## src/rtl/mac_pkg.sv

```systemverilog
// Shared sizing constants for the MAC array and its output buffering.
package mac_pkg;

    localparam int BW_PSUM     = 32;
    localparam int COL         = 8;
    localparam int OFIFO_DEPTH = 8;

    // Number of address bits needed to index 'value' entries.
    function automatic int clog2_f(input int value);
        int result;
        int remaining;
        result    = 0;
        remaining = value - 1;
        while (remaining > 0) begin
            result    = result + 1;
            remaining = remaining >> 1;
        end
        return result;
    endfunction

endpackage

```

## src/rtl/psum_fifo_col.sv

```systemverilog
// Single-column show-ahead FIFO holding the psums produced by one mac_col.
// Pointers carry one extra wrap bit so that full and empty are distinguishable.
module psum_fifo_col
    import mac_pkg::*;
#(
    parameter int bw_psum = BW_PSUM,
    parameter int depth   = OFIFO_DEPTH
) (
    input  logic               clk,
    input  logic               reset,
    input  logic               wr,
    input  logic [bw_psum-1:0] in,
    input  logic               rd,
    output logic [bw_psum-1:0] out,
    output logic               empty,
    output logic               full,
    output logic               ovf
);

    localparam int aw = clog2_f(depth);

    logic [bw_psum-1:0] mem [depth];
    logic [aw:0]        wr_ptr;
    logic [aw:0]        rd_ptr;
    logic               push;
    logic               pop;

    assign empty = (wr_ptr == rd_ptr);
    assign full  = (wr_ptr[aw-1:0] == rd_ptr[aw-1:0]) && (wr_ptr[aw] != rd_ptr[aw]);

    // A full column still accepts a write when the same edge pops its head.
    assign pop  = rd && !empty;
    assign push = wr && (!full || pop);
    assign ovf  = wr && full && !pop;

    // Empty columns present zero so stale storage never leaks onto the row.
    assign out = empty ? '0 : mem[rd_ptr[aw-1:0]];

    // Pointer updates; the wrap bit falls out of the natural binary overflow.
    always_ff @(posedge clk) begin
        if (reset) begin
            wr_ptr <= '0;
            rd_ptr <= '0;
        end else begin
            if (push) wr_ptr <= wr_ptr + {{aw{1'b0}}, 1'b1};
            if (pop)  rd_ptr <= rd_ptr + {{aw{1'b0}}, 1'b1};
        end
    end

    // Storage write; contents need no reset because empty masks the output.
    always_ff @(posedge clk) begin
        if (push) mem[wr_ptr[aw-1:0]] <= in;
    end

endmodule

```

## src/rtl/psum_ofifo.sv

```systemverilog
// Output buffer for the mac_col chain: one FIFO per column absorbs the
// column skew, and a row is offered only once every column has an entry.
module psum_ofifo
    import mac_pkg::*;
#(
    parameter int col     = COL,
    parameter int bw_psum = BW_PSUM,
    parameter int depth   = OFIFO_DEPTH
) (
    input  logic                   clk,
    input  logic                   reset,
    input  logic [col-1:0]         wr,
    input  logic [col*bw_psum-1:0] in,
    input  logic                   rd,
    output logic [col*bw_psum-1:0] out,
    output logic                   o_valid,
    output logic                   o_full,
    output logic                   o_empty,
    output logic                   o_overflow,
    output logic                   o_underflow
);

    logic [col-1:0] empty_v;
    logic [col-1:0] full_v;
    logic [col-1:0] ovf_v;
    logic           pop;

    assign o_valid = &(~empty_v);
    assign o_full  = |full_v;
    assign o_empty = &empty_v;
    assign pop     = rd && o_valid;

    for (genvar c = 0; c < col; c++) begin : g_col
        psum_fifo_col #(
            .bw_psum(bw_psum),
            .depth  (depth)
        ) u_fifo (
            .clk  (clk),
            .reset(reset),
            .wr   (wr[c]),
            .in   (in[c*bw_psum +: bw_psum]),
            .rd   (pop),
            .out  (out[c*bw_psum +: bw_psum]),
            .empty(empty_v[c]),
            .full (full_v[c]),
            .ovf  (ovf_v[c])
        );
    end

    // Sticky error flags, cleared only by reset.
    always_ff @(posedge clk) begin
        if (reset) begin
            o_overflow  <= 1'b0;
            o_underflow <= 1'b0;
        end else begin
            if (|ovf_v)         o_overflow  <= 1'b1;
            if (rd && !o_valid) o_underflow <= 1'b1;
        end
    end

endmodule

```

## config.mk

```make
export PLATFORM = sky130hd
export DESIGN_NAME = psum_ofifo
export DESIGN_NICKNAME = d
export VERILOG_FILES = /design/src/rtl/mac_pkg.sv /design/src/rtl/psum_fifo_col.sv /design/src/rtl/psum_ofifo.sv
export SDC_FILE = /design/constraint.sdc
export NUM_CORES = 2
export LEC_CHECK = 0
export ABC_AREA = 1
export CORE_UTILIZATION = 35
export CTS_CLUSTER_DIAMETER = 80
export DETAILED_ROUTE_END_ITERATION = 10
export PLACE_DENSITY = 0.48
export SLEW_MARGIN = 20
export SYNTH_ARGS = -nofsm -noshare
export SYNTH_HDL_FRONTEND = slang
export SYNTH_HIERARCHICAL = 1
export SYNTH_SLANG_ARGS = --single-unit
```

## constraint.sdc

```tcl
create_clock -name clk -period 8.7 [get_ports clk]
set_clock_uncertainty 0.2 [all_clocks]
set_input_delay 2.61 -clock clk [delete_from_list [all_inputs] [get_ports clk]]
set_output_delay 2.61 -clock clk [all_outputs]
set_load 0.05 [all_outputs]
```

# [Yosys cells after proc, flatten, opt, wreduce, memory -nomap -nowiden]
# Memories as Yosys holds them, arrays and structs flattened. A register that Yosys moved wholly into a read port is not among the register bits.
# Index checks and enable logic that the tools add are counted.
[classes] n_addsub=16 n_mul=0 div_mod_pow=0 magnitude_cmp=0 n_eq_ne=24 shift=0 mux=40 bitwise_logic=1 reduce_logical=79
[ops] operator="$mux W32" count=8
[ops] operator="$add A4 B1 Y4 const B" count=16
[ops] operator="$mux W3" count=16
[ops] operator="$logic_and A1 B1 Y1" count=42
[ops] operator="$eq A4 B4 Y1" count=8
[ops] operator="$logic_not A1 Y1" count=25
[ops] operator="$eq A3 B3 Y1" count=8
[ops] operator="$mux W1" count=16
[ops] operator="$reduce_and A8 Y1" count=2
[ops] operator="$reduce_or A8 Y1" count=2
[ops] operator="$logic_or A1 B1 Y1" count=8
[ops] operator="$ne A1 B1 Y1" count=8
[ops] operator="$not A8 Y8" count=1
[word_totals] regBits=66 latch_bits=0 mem_bits_rw=2048 mem_bits_ro=0 in_bits=267 output_inout_bits=261 wordCells=186 mem_count=8
[memory_table] memory="g_col[0].u_fifo.mem" depth=8 word_bits=32 read_ports=1 rd_ports_with_merged_regs=1 wr=1 line_no="psum_fifo_col.sv:22" rtl="logic [bw_psum-1:0] mem [depth];"
[memory_table] memory="g_col[1].u_fifo.mem" depth=8 word_bits=32 read_ports=1 rd_ports_with_merged_regs=1 wr=1 line_no="psum_fifo_col.sv:22"
[memory_table] memory="g_col[2].u_fifo.mem" depth=8 word_bits=32 read_ports=1 rd_ports_with_merged_regs=1 wr=1 line_no="psum_fifo_col.sv:22"
[memory_table] memory="g_col[3].u_fifo.mem" depth=8 word_bits=32 read_ports=1 rd_ports_with_merged_regs=1 wr=1 line_no="psum_fifo_col.sv:22"
[memory_table] memory="g_col[4].u_fifo.mem" depth=8 word_bits=32 read_ports=1 rd_ports_with_merged_regs=1 wr=1 line_no="psum_fifo_col.sv:22"
[memory_table] memory="g_col[5].u_fifo.mem" depth=8 word_bits=32 read_ports=1 rd_ports_with_merged_regs=1 wr=1 line_no="psum_fifo_col.sv:22"
[memory_table] memory="+2 memories"

# [Depth between registers and ports, before layout]
[logic_depth] word_depth=9 ltp_mapped=18

# [Cells and area by module]
# The synthesis kept the hierarchy.
[modules_own_cells] mod="psum_fifo_col at g_col[0].u_fifo ..." instances=7 cells_each=880 area_each_um2=10677.7 seq_area_each_um2=7907.6
[modules_own_cells] mod="psum_fifo_col at g_col[7].u_fifo" instances=1 cells_each=880 area_each_um2=10779.1 seq_area_each_um2=7907.6
[modules_own_cells] mod="psum_ofifo" instances=1 cells_each=29 area_each_um2=157.7 seq_area_each_um2=40.0

# [Worst setup path before layout]
# No wires, ideal clock.
[synth_timing] path_type="in2reg" from="input port rd" to="memory g_col[0].u_fifo/mem[0][0] in the netlist's numbering (enable)" setup_time_ns=0.421 arrival_ns=6.712 required_ns=8.079 slack_ns=1.367 stages=7 n_path_buf=1 cell_sequence="inv_1 > nor2_1 > inv_1 > nand4_1 > buf_6 > nand3_1 > nor2_1"
[synth_via] elab_chain_len=6
[synth_rtl] item="start, declared" line_no="psum_ofifo.sv:14" rtl="input logic rd,"
[synth_rtl] item="$logic_and A1 B1 Y1" line_no="psum_ofifo.sv:31" rtl="assign pop = rd && o_valid;"
[synth_rtl] item="via pop" line_no="psum_ofifo.sv:26" rtl="logic pop;"
[synth_rtl] item="$logic_and A1 B1 Y1" line_no="psum_fifo_col.sv:32" rtl="assign pop = rd && !empty;"
[synth_rtl] item="$logic_or A1 B1 Y1" line_no="psum_fifo_col.sv:33" rtl="assign push = wr && (!full || pop);"
[synth_rtl] item="$logic_and A1 B1 Y1" line_no="psum_fifo_col.sv:33"
[synth_rtl] item="$mux W1" line_no="psum_fifo_col.sv:52" rtl="if (push) mem[wr_ptr[aw-1:0]] <= in;"
[synth_rtl] item="$mux W1 (implied by the code)" line_no="psum_fifo_col.sv:52"
[synth_rtl] item="end, declared" line_no="psum_fifo_col.sv:22"
# The timed path passes the listed nets, and every way through them passes these cells.

# [Worst setup path after layout]
[layout_timing] from="register g_col[6].u_fifo.rd_ptr[0]" to="output port o_empty"
[layout_via] elab_chain_len=2
[layout_rtl] item="start, declared" line_no="psum_fifo_col.sv:24" rtl="logic [aw:0] rd_ptr;"
[layout_rtl] item="start signal, assigned" line_no="psum_fifo_col.sv:46" rtl="if (pop) rd_ptr <= rd_ptr + {{aw{1'b0}}, 1'b1};"
[layout_rtl] item="$eq A4 B4 Y1" line_no="psum_fifo_col.sv:28" rtl="assign empty = (wr_ptr == rd_ptr);"
[layout_rtl] item="via empty_v[6]" line_no="psum_ofifo.sv:23" rtl="logic [col-1:0] empty_v;"
[layout_rtl] item="$reduce_and A8 Y1" line_no="psum_ofifo.sv:30" rtl="assign o_empty = &empty_v;"
[layout_rtl] item="end, declared" line_no="psum_ofifo.sv:18" rtl="output logic o_empty,"
# The timed path passes the listed nets, and every way through them passes these cells.

==> results.sh <==
export IMPL_worst_max_slew_margin_expressed_relative_to_the_limit_pct=28.1
export IMPL_cts_hold_fix_buffers=0
export IMPL_core_rowCount=181
export IMPL_syn_nets=7352
export IMPL_power_density_nw_per_um2=222
export IMPL_syn_cell_area_um2=85700
export IMPL_worst_pin_slew_ns=1.08
export IMPL_timing_hold_worst_class="reg -> reg"
export IMPL_timing_max_transition_violations_final=0
export IMPL_globalplace_congestion=0.770
export IMPL_cts_repair_timing_setup_buffer_count=0
export IMPL_layout_area_overhead_vs_synth_pct=18.7
export IMPL_post_cts_resized=0
export IMPL_worst_r2r_startpoint="g_col[6].u_fifo/wr_ptr[1]$_SDFFE_PP0P_"
export IMPL_setup_repair_after_global_routing_missed_its_margin="no"
export IMPL_avgSynthCellArea_um2=12.1
export IMPL_post_route_cells_drive_above_1_share_pct=7.41
export IMPL_place_port_buffers=527
export IMPL_drt_first_pass_iters=5
export IMPL_rr_endpoint="g_col[4].u_fifo/mem[4][8]$_DFFE_PP_"
export IMPL_worst_setup_hold_path_clk_slew_ns=0.06
export IMPL_globalRouteTotalUtil_pct=17.8
export IMPL_grt_pass1_vias=52600
export IMPL_initial_utilization_pct=35.2
export IMPL_grt_start_max_net_pins=100
export IMPL_synth_top_cells_by_area="edfxtp_1 (72%), nor2_1 (9.4%), o21ai_0 (8.7%)"
export IMPL_total_die_area_um2=247000
export IMPL_drt_iter0_drc=3621
export IMPL_setup_reg_to_reg_worst_slack_ns=3.17
export IMPL_fp_dieW_um=497
export IMPL_wl_per_cell_um=20.6
export IMPL_grt_pass1_wl_um=333000
export IMPL_totalWireLength_um=225000
export IMPL_core_area_um2=243000
export IMPL_required_time_worst_endpoint_ns=5.89
export IMPL_path_max_fanout=38
export IMPL_max_cap_violations=0
export IMPL_synth_largest_area_cell="edfxtp_1"
export IMPL_tritoncts_clock_tree="yes"
export IMPL_r2r_worst_path_cells=14
export IMPL_antenna_violations_before_repair=56
export IMPL_area_share_of_the_leading_cell_type_in_the_synthesized_netlist_pct=71.8
export IMPL_min_period_ns=7.32
export IMPL_worstHoldEndpoint="o_underflow$_SDFFE_PP0P_"
export IMPL_p_leak_nw=33.8
export IMPL_viasPerCell=4.96
export IMPL_fin_crit_sh_pct=84.1
export IMPL_cts_buffers_inserted=230
export IMPL_drc_violation_count_after_routing=0
export IMPL_hold_start="o_underflow$_SDFFE_PP0P_"
export IMPL_clk_path_buf_depth=3
export IMPL_cts_htree_levels=4
export IMPL_synth_seq_area_share_pct=73.9
export IMPL_timing_setup_critical_path_class="reg -> out"
export IMPL_num_vias=54100
export IMPL_endpoint_class_of_the_critical_path="primary output"
export IMPL_ys_warn_count=6
export IMPL_cp_start_kind="flop"
export IMPL_peakVddDrop_uv=163
export IMPL_clock_fmax_mhz=137
export IMPL_timing_final_hold_violations=0
export IMPL_synth_cell_types=31
export IMPL_synth_seq_cells=2138
export IMPL_post_synth_inst_count=7069
export IMPL_cp_data_arrival_time_ns=4.51
export IMPL_timing_setup_tns_ns=0
export IMPL_dp_final_hpwl_um=128000
export IMPL_worst_skew_pair_late_latency_ns=0.88
export IMPL_boundaryPins=528
export IMPL_total_congestion_overflow_after_global_routing=0
export IMPL_status="finished, final reports clean"
export IMPL_drtAntennaViolNets=0
export IMPL_die_height_um=497
export IMPL_cts_sink_count=2138
export IMPL_timing_final_setup_violations=0
export IMPL_finalHoldWorstSlack_ns=0.246
export IMPL_root_buffer="clkbuf_16"
export IMPL_finalNetCount=7801
export IMPL_holdPathStages=2
## cells in the mapped netlist (all sizes together)
library cell / instances
nand2: 181
a21oi: 73
dfxtp: 90
inv: 123
nor3: 9
o21ai: 1793
ha: 16
edfxtp: 2048
nor2: 2171
nand4: 11
xnor2: 16
buf: 231
nand3: 88
clkbuf: 201
xor2: 16
nor4: 2
## how the worst max path moves through the flow
stage | start | end | slack (ns) | cells after the start
after global routing | g_col[6].u_fifo/wr_ptr[0]$_SDFFE_PP0P_ | o_empty | 1.01 | 9
after detailed placement | g_col[6].u_fifo/wr_ptr[0]$_SDFFE_PP0P_ | o_empty | 2.06 | 9
final | g_col[6].u_fifo/rd_ptr[0]$_SDFFE_PP0N_ | o_empty | 1.38 | 9
after floorplan | rd | g_col[0].u_fifo/mem[0][0]$_DFFE_PP_ | 1.37 | 7
after CTS | g_col[6].u_fifo/wr_ptr[0]$_SDFFE_PP0P_ | o_empty | 1.03 | 9
after global placement | g_col[6].u_fifo/rd_ptr[0]$_SDFFE_PP0N_ | o_empty | 2.04 | 9
## registers in the layout (all words and copies together), names as in the netlist, named ones only
| signal | flops |
|---|---|
| g_col.u_fifo/mem | 2048 |
| g_col.u_fifo/rd_ptr | 32 |
| g_col.u_fifo/wr_ptr | 32 |
| o_overflow | 1 |
| o_underflow | 1 |
## stage by stage
stage	setup slack [ns]	cell area [um^2]	cells	power, mW	util [%]
floorplan	1.37	85700	7069	12.8	-
global placement	2.04	93700	10500	13.5	38.5
detailed placement	2.06	94200	10500	13.6	38.7
CTS	1.03	101000	10900	22.9	41.7
global route	1.01	102000	10900	23.4	41.8
finish	1.38	102000	10900	22.6	41.8
## metal layers
metal / up-vias / wire (um) / track usage, % / part of all wire [%]
met1: 26700 / 103000 / 24.6 / 46
li1: 26000 / - / - / -
met4: 32 / 5260 / 5.00 / 2.3
met2: 1132 / 105000 / 28.8 / 47
met5: - / 204 / 0 / 0.091
met3: 352 / 11500 / 3.23 / 5.1
## power breakdown
group,internal (mW),total (mW),switching [mW]
Sequential,11.5,11.6,0.0544
Clock,5.24,9.29,4.05
Combinational,0.515,1.75,1.23
Total,17.3,22.6,5.33
## cells by family (layout without fill, tap and decap cells)
| kind of cell | after synthesis | after routing | synth area share, % |
|---|---|---|---|
| simple gates | 2462 | 2462 | 11.2 |
| flops | 2138 | 2138 | 73.9 |
| compound gates | 1866 | 1866 | 11.0 |
| buf+inv | 555 | 1191 | 3.41 |
| xor+xnor | 32 | 32 | 0.327 |
| fa+ha+maj | 16 | 16 | 0.234 |
| other cells | 0 | 19 | 0 |
## cell usage in the layout (no fill, tap or decap), drive strengths merged
cell,Yosys,routed
a21oi,73,73
nand4,11,11
inv,123,118
nor2,2171,2171
nand3,88,88
nor3,9,9
dfxtp,90,90
clkinvlp,0,5
clkinv,0,100
bufinv,0,10
nand2,181,181
buf,231,123
xnor2,16,16
o21ai,1793,1793
ha,16,16
nor4,2,2
edfxtp,2048,2048
clkdlybuf4s50,0,526
clkbuf,201,309
xor2,16,16
diode,0,19
## critical path, cell delays in order, from the launching register on
cell             delay [ns]
dfxtp_1                0.40
inv_1                  0.09
nand2_1                0.07
nand2_1                0.08
nor2_4                 0.13
nand3_2                0.74
inv_1                  0.62
nand4_1                0.16
nor2_1                 0.41
clkdlybuf4s50_1        0.89
## area by class of cell
| type | instances | area (um^2) |
|---|---|---|
| multi-input combinational | 4376 | 19900 |
| sequential | 2138 | 63400 |
| inverter | 123 | 473 |
| timing repair buffer | 649 | 6750 |
| clock buffer | 309 | 6120 |
| fill | 22700 | 142000 |
| antenna | 19 | 47.5 |
| clock inverter | 110 | 1050 |
| tap | 3202 | 4010 |
Note: power is estimated with default switching activity, not from simulation.
